==> src/rtl/aes_round_sequencer.sv <==
`default_nettype none
// ============================================================================
// Module      : aes_round_sequencer
// Description : Iterative AES round controller and 128-bit state register.
//               Round datapath and key schedule are external combinational
//               blocks driven from state_q and Round_Number.
// Revision    : 1.0 - initial release
// ============================================================================

module aes_round_sequencer #(
    parameter int SENTENCE   = 128,
    parameter int NUM_ROUNDS = 10,
    parameter int RW         = 4
) (
    input  logic                clk,
    input  logic                rst,
    input  logic                in_valid,
    output logic                in_ready,
    input  logic [SENTENCE-1:0] in_data,
    input  logic [SENTENCE-1:0] round_key,
    input  logic [SENTENCE-1:0] round_full,
    input  logic [SENTENCE-1:0] round_final,
    output logic [SENTENCE-1:0] state_q,
    output logic [RW-1:0]       Round_Number,
    output logic                busy,
    output logic                out_valid,
    input  logic                out_ready,
    output logic [SENTENCE-1:0] out_data
);

    if (!(NUM_ROUNDS == 10 || NUM_ROUNDS == 12 || NUM_ROUNDS == 14)) begin : g_bad_num_rounds
        $error("aes_round_sequencer: NUM_ROUNDS must be 10, 12 or 14");
    end

    if ((2 ** RW) <= NUM_ROUNDS) begin : g_bad_rw
        $error("aes_round_sequencer: RW too narrow for NUM_ROUNDS");
    end

    localparam logic [RW-1:0] LAST_ROUND  = RW'(NUM_ROUNDS);
    localparam logic [RW-1:0] FIRST_ROUND = RW'(1);

    typedef enum logic [1:0] {
        IDLE  = 2'd0,
        ROUND = 2'd1,
        DONE  = 2'd2
    } fsm_t;

    fsm_t                fsm_state;
    fsm_t                fsm_next;
    logic [SENTENCE-1:0] state_next;
    logic [RW-1:0]       round_next;
    logic                round_is_last;
    logic                round_is_middle;

    assign round_is_last   = (Round_Number == LAST_ROUND);
    assign round_is_middle = (Round_Number != '0) && (Round_Number < LAST_ROUND);

    always_ff @(posedge clk) begin
        if (rst) begin
            fsm_state    <= IDLE;
            state_q      <= '0;
            Round_Number <= '0;
        end else begin
            fsm_state    <= fsm_next;
            state_q      <= state_next;
            Round_Number <= round_next;
        end
    end

    // Any round index outside the legal window for the current state (only
    // reachable through an upset) drops the FSM back to IDLE.
    always_comb begin
        fsm_next   = fsm_state;
        state_next = state_q;
        round_next = Round_Number;
        case (fsm_state)
            IDLE: begin
                round_next = '0;
                if (in_valid) begin
                    state_next = in_data ^ round_key;
                    round_next = FIRST_ROUND;
                    fsm_next   = ROUND;
                end
            end
            ROUND: begin
                if (round_is_last) begin
                    state_next = round_final ^ round_key;
                    fsm_next   = DONE;
                end else if (round_is_middle) begin
                    state_next = round_full ^ round_key;
                    round_next = Round_Number + RW'(1);
                end else begin
                    fsm_next   = IDLE;
                    round_next = '0;
                end
            end
            DONE: begin
                if (out_ready || !round_is_last) begin
                    fsm_next   = IDLE;
                    round_next = '0;
                end
            end
            default: begin
                fsm_next   = IDLE;
                round_next = '0;
            end
        endcase
    end

    assign in_ready  = (fsm_state == IDLE);
    assign busy      = (fsm_state == ROUND);
    assign out_valid = (fsm_state == DONE);
    assign out_data  = state_q;

endmodule

`default_nettype wire

==> config.mk <==
export PLATFORM = sky130hd
export DESIGN_NAME = aes_round_sequencer
export DESIGN_NICKNAME = d
export VERILOG_FILES = /design/src/rtl/aes_round_sequencer.sv
export SDC_FILE = /design/constraint.sdc
export NUM_CORES = 1
export LEC_CHECK = 0
export ABC_AREA = 1
export CAP_MARGIN = 20
export CORE_AREA = 5 5 299 301
export DETAILED_ROUTE_END_ITERATION = 8
export DIE_AREA = 0 0 304 306
export GPL_TIMING_DRIVEN = 0
export MAX_ROUTING_LAYER = met4
export PLACE_DENSITY = 0.46
export SYNTH_ARGS = -nofsm -noshare
export SYNTH_HDL_FRONTEND = slang
export SYNTH_SLANG_ARGS = --single-unit
==> constraint.sdc <==
create_clock -name clk -period 5.25 [get_ports clk]
set_input_delay 0.7875 -clock clk [delete_from_list [all_inputs] [get_ports clk]]
set_output_delay 0.7875 -clock clk [all_outputs]
set_load 0.01 [all_outputs]
# --- Yosys cells after proc, flatten, opt, wreduce, memory -nomap -nowiden ---
# Cells that the tools add are included.
# W data, S select, Z words.
classes:
  n_mux: 14
  bitwise_logic: 3
  add_sub_neg: 1
  order_cmp: 1
  eq_ne: 8
  reduce_logical: 9
op_table:
  columns: ["op", "n"]
  rows:
  - ["$mux W128", 3]
  - ["$xor A128 B128 Y128", 3]
  - ["$pmux W128 S2", 1]
  - ["$mux W4", 3]
  - ["$pmux W4 S3", 1]
  - ["$mux W2", 4]
  - ["$pmux W2 S3", 1]
  - ["$reduce_and A3 Y1", 2]
  - ["$add A4 B1 Y4 const B", 1]
  - ["$eq A4 B4 Y1 const B", 1]
  - ["$lt A4 B4 Y1 const B", 1]
  - ["$ne A2 B2 Y1 const B", 2]
  - ["$reduce_bool A4 Y1", 1]
  - ["$ne A3 B1 Y1 const B", 1]
  - ["$ne A3 B3 Y1 const B", 1]
  - ["$eq A2 B1 Y1 const B", 1]
  - ["$eq A2 B2 Y1 const B", 1]
  - ["$logic_not A2 Y1", 1]
  - ["$ne A2 B1 Y1 const B", 1]
  - ["$reduce_and A2 Y1", 1]
  - ["$reduce_bool A2 Y1", 1]
  - ["$logic_and A1 B1 Y1", 1]
  - ["$logic_not A1 Y1", 1]
  - ["$logic_or A1 B1 Y1", 1]
  - ["$mux W1", 1]
word_totals:
  input_bits: 516
  register_bits: 134
  word_cells: 39
  out_inout_bits: 263

# --- Depth between registers and ports, before layout ---
# Gate-level depths: netlist (run 1).
depth:
  word_depth: 5
  depth_mapped: 12
  depth_no_buf: 10

# --- Least setup slack after synthesis (run 1) ---
# OpenSTA, ideal clock, no wires.
synth_timing:
  path_kind: "input to register"
  from: "in in_valid"
  to: "reg state_q[104] (netlist: out_data[104])"
  setup_time_ps: 109
  arrival_ps: 1800
  required_time_ps: 5141
  path_buffers: 1
  path_slack_ps: 3341
  path_stages: 6
  path_cell_list: "o21ai_0 > o21bai_2 > clkbuf_1 > a21oi_1 > nand2_1 > inv_1"
synth_via:
  elab_chain_cells: 2
synth_lines:
  columns: ["item", "line", "text"]
  rows:
  - ["start, declared", "17", "input logic in_valid,"]
  - ["$ne A2 B2 Y1 (no line)", null, null]
  - ["$reduce_and A3 Y1 (no line)", null, null]
  - ["end signal, assigned", "65", "state_q <= state_next;"]
  - ["end, declared", "23", "output logic [SENTENCE-1:0] state_q,"]
# Every way passes these cells.
# A chain may end at the register's enable or synchronous reset.

# --- Worst setup path in the final report (run 1) ---
layout_timing:
  from: "reg fsm_state[0]"
  to: "out busy"
layout_via:
  elab_chain_cells: 1
layout_lines:
  columns: ["item", "line", "text"]
  rows:
  - ["start, declared", "48", "fsm_t fsm_state;"]
  - ["start signal, assigned", "64", "fsm_state <= fsm_next;"]
  - ["$eq A2 B1 Y1", "111", "assign busy = (fsm_state == ROUND);"]
  - ["end, declared", "25", "output logic busy,"]
# Every way passes these cells.

==> results of run 1 <==
tightest hold or removal path, delay by kind of cell, from the launching register on:
kind	cells	cell delay, ps
compound gates	1	130
flops	1	330
simple gates	1	50
report_power, final:
group | leakage [nW] | total [mW] | internal [mW] | switching [mW]
combinational | 8.28 | 1.82 | 1.03 | 0.787
sequential | 1.11 | 1.27 | 1.13 | 0.141
clock | 0.277 | 1.25 | 0.662 | 0.592
total | 9.67 | 4.34 | 2.82 | 1.52
cell usage after synthesis:
cell type,count,area [µm²]
nand2_1,758,2850
nand3_1,291,1460
inv_1,164,616
nor2_1,156,586
buf_4,143,1070
dfxtp_1,134,2680
a21oi_1,133,666
nand4_1,129,807
buf_2,64,320
clkbuf_1,52,195
o21ai_1,50,250
o21ai_0,29,145
buf_1,12,45.0
inv_2,4,15.0
ha_1,3,37.5
a21oi_4,1,16.3
nand2_2,1,6.26
nand3_2,1,10.0
nor2_2,1,6.26
nor3_1,1,5.00
o21bai_2,1,11.3
or2_2,1,6.26
xor2_1,1,8.76
area by class of cell:
class | instances | area [µm²] | area share (%)
multi-input combinational | 1557 | 6860 | 31.7
clock inverter | 15 | 145 | 0.671
buffer | 271 | 1630 | 7.55
sequential | 134 | 2680 | 12.4
tap | 1155 | 1450 | 6.68
clock buffer | 17 | 425 | 1.97
timing repair buffer | 778 | 7790 | 36.0
antenna | 13 | 32.5 | 0.150
inverter | 168 | 631 | 2.91
kinds of logic after synthesis:
logic type,Yosys count,synth area share [%]
and+or+nand+nor,1339,48.5
AOI/OAI and AO/OA,214,9.22
buffers and inverters,439,19.2
adders and majority gates,3,0.318
xor gates and xnor gates,1,0.0742
DFF,134,22.7
stage by stage:
stage / std cells / area, µm² / total power, mW / util (%)
after floorplan: 2130 / 11800 / 1.99 / -
after global placement: 4063 / 21000 / 3.12 / 24.4
after detailed placement: 4063 / 21000 / 3.12 / 24.4
after CTS: 4095 / 21600 / 4.43 / 25.0
after global routing: 4106 / 21600 / 4.61 / 25.1
final: 4108 / 21600 / 4.34 / 25.1
how the worst max path moves through the flow:
| stage | start | endpoint | slack [ps] | cells after the start |
|---|---|---|---|---|
| floorplan | in_valid | out_data[104] | 3340 | 6 |
| global placement | rst | Round_Number[3] | 1640 | 6 |
| detailed placement | rst | out_data[76] | 1630 | 6 |
| CTS | fsm_state[0] | busy | 1630 | 5 |
| global route | fsm_state[0] | busy | 1580 | 5 |
| finish | fsm_state[0] | busy | 1690 | 5 |
metal layers:
metal  vias up  track usage, %
met2       625            31.1
met4         0            3.79
met5         -               -
met3        58            3.59
li1       8397               -
met1      7802            21.6
flip-flops by register name, indices dropped and copies added (netlist names):
name          cells
Round_Number      4
fsm_state         2
out_data        128
==> qor.yml, run 1 <==
status: "completed"
crit_type: "reg -> out"
syn2layout_area_growth_pct: 83.3
row_count: 108
timing.rr.end: "out_data[101]"
timing.setup.tns_ps: 0
drive_above_1_share_pct: 8.47
ios: 779
p_leak_nw: 9.67
reg2reg_from: "Round_Number[1]"
core-area_um2: 86300
timing.final.ws_setup_ps: 1690
hold_slack_ps: 554
cts_htree_levels: 4
route.met3.wl_mm: 4.61
io_buffers: 778
top_layer: "met4"
worstHoldStart: "out_data[125]"
dr_wl_met2_mm: 42.9
final_hold_viol_count: 0
wl_met1_mm: 36.9
max_cap_viol_count: 0
irDropWorstVdd_uv: 248
setup.worst_path.end_class: "output port"
hold_path_class: "reg -> reg"
dp_hpwl_mm: 70.3
fp.dieW_um: 304
cts_resized: 0
avgViaCountPerCell: 4.11
vias: 16900
cts_made_buffers: 17
gp_congestion: 0.879
wire_per_inst_um: 20.8
required_ps: 4460
rsz0062_at_grt: "no"
postCtsSetupBuffers: 0
place_ws_ps: 1630
min_path_cells: 2
drc_errors: 0
mostFrequentLayoutCell: "clkdlybuf4s50_1"
cpMaxStageDelayCell: "clkdlybuf4s50_1"
grt_pass1_wl_mm: 118
dieArea_um2: 93000
syn_inst: 2130
cp_max_fo: 10
fin_crit_sh_pct: 67.7
slew_viol_final: 0
hold_end: "out_data[125]"
grt_antenna_before_repair: 14
clock_sinks: 134
cts_tree: "done"
slew_headroom_pct: 44.6
routed_wl_mm: 85.6
critical_path_arrival_ps: 2770
startpoint_type: "flop"
grt_start_max_net_pins: 17
power_density_nw_per_um2: 201
die_h_um: 306
dr.first_iter.drc_count: 1024
slowest_delay_ps: 680
antenna_left: 0
insertion_delay_ps: 490
ys_warn_count: 0
critPathTopFamily: "buffers and inverters"
synth-seq-area-share_pct: 22.7
cts_hold_buf: 0
grt_usage_pct: 17.9
syn-cell-area_um2: 11800
final_cell_mix: "778 x clkdlybuf4s50_1, 758 x nand2_1, 291 x nand3_1"
reg2regPathDepth: 10
clock_path_buffers: 2
drt_first_pass_iters: 6
crit_chain: "nand2_2, inv_2, buf_2, buf_1, clkdlybuf4s50_1"
fin_nets: 3446
ys_seq_elements: 134
synth_cell_types: 23
period_needed_ps: 3560
avgSynthCellArea_um2: 5.54
setup_viol: 0
clk_pin_slew_ps: 70
fmax_mhz: 281
skew_ps: 16.3
r2r_slack_ps: 2590
grt_overflow: 0
path_buf_inv: 4
fill_cells: 9706
clock-root-buffer: "clkbuf_16"
initial_core_util_pct: 13.7
grt_pass1_vias: 16400
worst_pin_slew_ps: 831
syn_nets: 2649
Power figures use the tool's default switching activity.
==> run 2: changes to the inputs <==
CORE_AREA = 5 5 297 299   (was 5 5 299 301)
DIE_AREA = 0 0 302 304   (was 0 0 304 306)
PLACE_DENSITY = 0.47   (was 0.46)
clock period = 3 ns   (was 5.25 ns; I/O delays follow)
==> run 2 against run 1 <==
  * Die area fell by 1.3%
  * Sequential share of layout area about the same
  * Combinational power grew 75%
  * Critical endpoint unchanged
  * Register-to-register slack worse by 2300 ps
  * Clock skew shrank 0.86 ps
  * First-iteration DRC count up 0.88%
  * Via count about the same
  * Flip-flop and latch count unchanged
==> qor.yml, run 2 (synthesis gave the netlist of run 1 again) <==
status: "completed"
largest_register_ffs: 128  # unchanged
p_leak_nw: 9.70  # +0.24%
slew_headroom_pct: 45.8  # +1.2 points
hold_path_class: "reg -> reg"
fill_cells: 9659  # -0.48%
cts_htree_levels: 4  # unchanged
syn2layout_area_growth_pct: 83.5
reg2reg_from: "Round_Number[1]"
postCtsSetupBuffers: 0  # unchanged
fin_cells: 4095  # -0.32%
period_needed_ps: 2770
worst_pin_slew_ps: 813  # -18.3 ps
mostFrequentLayoutCell: "clkdlybuf4s50_1"
ios: 779  # unchanged
critical_path_arrival_ps: 2320  # -450 ps
gp_congestion: 0.896  # +2.0%
clk_pin_slew_ps: 70  # about the same
skew_ps: 15.5  # -0.856 ps
vias: 16900  # -0.089%
timing.setup.tns_ps: 0  # unchanged
cp_max_fo: 19  # +9
routed_wl_mm: 84.0  # -1.9%
irDropWorstVdd_uv: 415  # +67%
clock_sinks: 134  # unchanged
setup.worst_path.end_class: "output port"
startpoint_type: "flop"
rsz0062_at_grt: "no"
grt_start_max_net_pins: 20  # +3
row_count: 107  # -0.93%
power_density_nw_per_um2: 359  # +79%
worstHoldStart: "out_data[49]"
dieArea_um2: 91800  # -1.3%
antenna_left: 0  # unchanged
grt_pass1_wl_mm: 118  # -0.12%
drive_above_1_share_pct: 8.47  # about the same
clock-root-buffer: "clkbuf_16"
final_util_pct: 25.5  # +0.47 points
initial_core_util_pct: 13.9  # +0.24 points
startpoint: "fsm_state[0]"
fin_nets: 3445  # -0.029%
clock_path_buffers: 2  # unchanged
avgViaCountPerCell: 4.12  # +0.23%
crit_type: "reg -> out"
final_cell_mix: "778 x clkdlybuf4s50_1, 758 x nand2_1, 291 x nand3_1"
core-area_um2: 84900  # -1.7%
dp_hpwl_mm: 69.3  # -1.5%
io_buffers: 778  # unchanged
final_hold_viol_count: 0  # unchanged
required_ps: 2550  # -1910 ps
grt_usage_pct: 18.1  # +0.18 points
cts_tree: "done"
placed_area_um2: 21000  # about the same
insertion_delay_ps: 480  # about the same
max_cap_viol_count: 0  # unchanged
grt_overflow: 0  # unchanged
cts_made_buffers: 17  # unchanged
fin_crit_sh_pct: 92.2
dr.first_iter.drc_count: 1033  # +0.88%
placed_cells: 4052  # -0.27%
drc_errors: 0  # unchanged
slew_viol_final: 0  # unchanged
grt_antenna_before_repair: 16  # +2
fp.dieW_um: 302  # -0.66%
wire_per_inst_um: 20.5  # -1.6%
grt_pass1_vias: 16600  # +1.2%
setup_viol: 0  # unchanged
fmax_mhz: 362
fin_area_um2: 21700  # +0.13%
die_h_um: 304  # -0.65%
drt_first_pass_iters: 5  # -1
-- run 2: final timing paths --
kind                                endpoint  slack [ps]  cells past startpoint
worst max-delay path                    busy         230                      4
worst min-delay path            out_data[49]         550                      2
worst max register to register  out_data[78]         310                     10
worst min register to register  out_data[49]         550                      2
-- run 2: per-stage QoR --
step                      hold slack [ps]  power, mW  worst slack, ps
after floorplan                       550       3.48             1250
after global placement                542       5.46             -390
after detailed placement              542       5.46             -331
after CTS                             556       7.91              173
after global routing                  565       8.25             42.7
final                                 552       7.79              234
-- run 2: layout make-up --
cell class / count / area [µm²] / area share (%)
timing repair buffer: 778 / 7790 / 35.9
multi-input combinational: 1557 / 6860 / 31.7
sequential: 134 / 2680 / 12.4
buffer: 270 / 1630 / 7.52
tap: 1144 / 1430 / 6.60
inverter: 168 / 631 / 2.91
clock buffer: 17 / 425 / 1.96
clock inverter: 15 / 193 / 0.889
antenna: 12 / 30.0 / 0.139
-- run 2: repair_timing --
action | in CTS | in global routing
hold buffers | 0 | 0
setup endpoints to repair | 1 | 0
gates resized for setup | 0 | 0
-- run 2: critical path, stage by stage (launching register included) --
cell and delay [ps]:
dfxtp_1 380, nand2_2 110, inv_2 150, buf_2 490, clkdlybuf4s50_1 680
-- run 2: where the power goes --
| part | switching, mW | internal (mW) | total [mW] | leakage (nW) |
|---|---|---|---|---|
| logic | 1.37 | 1.81 | 3.18 | 8.28 |
| registers | 0.240 | 1.97 | 2.21 | 1.11 |
| clock network | 1.06 | 1.33 | 2.39 | 0.302 |
| total | 2.67 | 5.11 | 7.79 | 9.70 |
-- run 2: layer usage --
| layer | routed length, µm | vias up | global-route usage (%) | part of all wire, % |
|---|---|---|---|---|
| met3 | 5520 | 51 | 3.82 | 6.6 |
| met4 | 1140 | 0 | 3.80 | 1.4 |
| met1 | 35800 | 7776 | 22.1 | 43 |
| li1 | - | 8380 | - | - |
| met2 | 41600 | 660 | 30.7 | 49 |
| met5 | 0 | - | - | 0 |
==> run 3: changes to the inputs <==
--- a/constraint.sdc
+++ b/constraint.sdc
@@ -3,2 +3,2 @@
 set_output_delay 0.45 -clock clk [all_outputs]
-set_load 0.01 [all_outputs]
+set_load 0.005 [all_outputs]
==> results of run 3 <==
The final DEF is identical to that of run 2. Status: completed.
Main changes from that run: setup slack after layout 234 ps -> 268 ps; total power 7.79 mW -> 7.64 mW
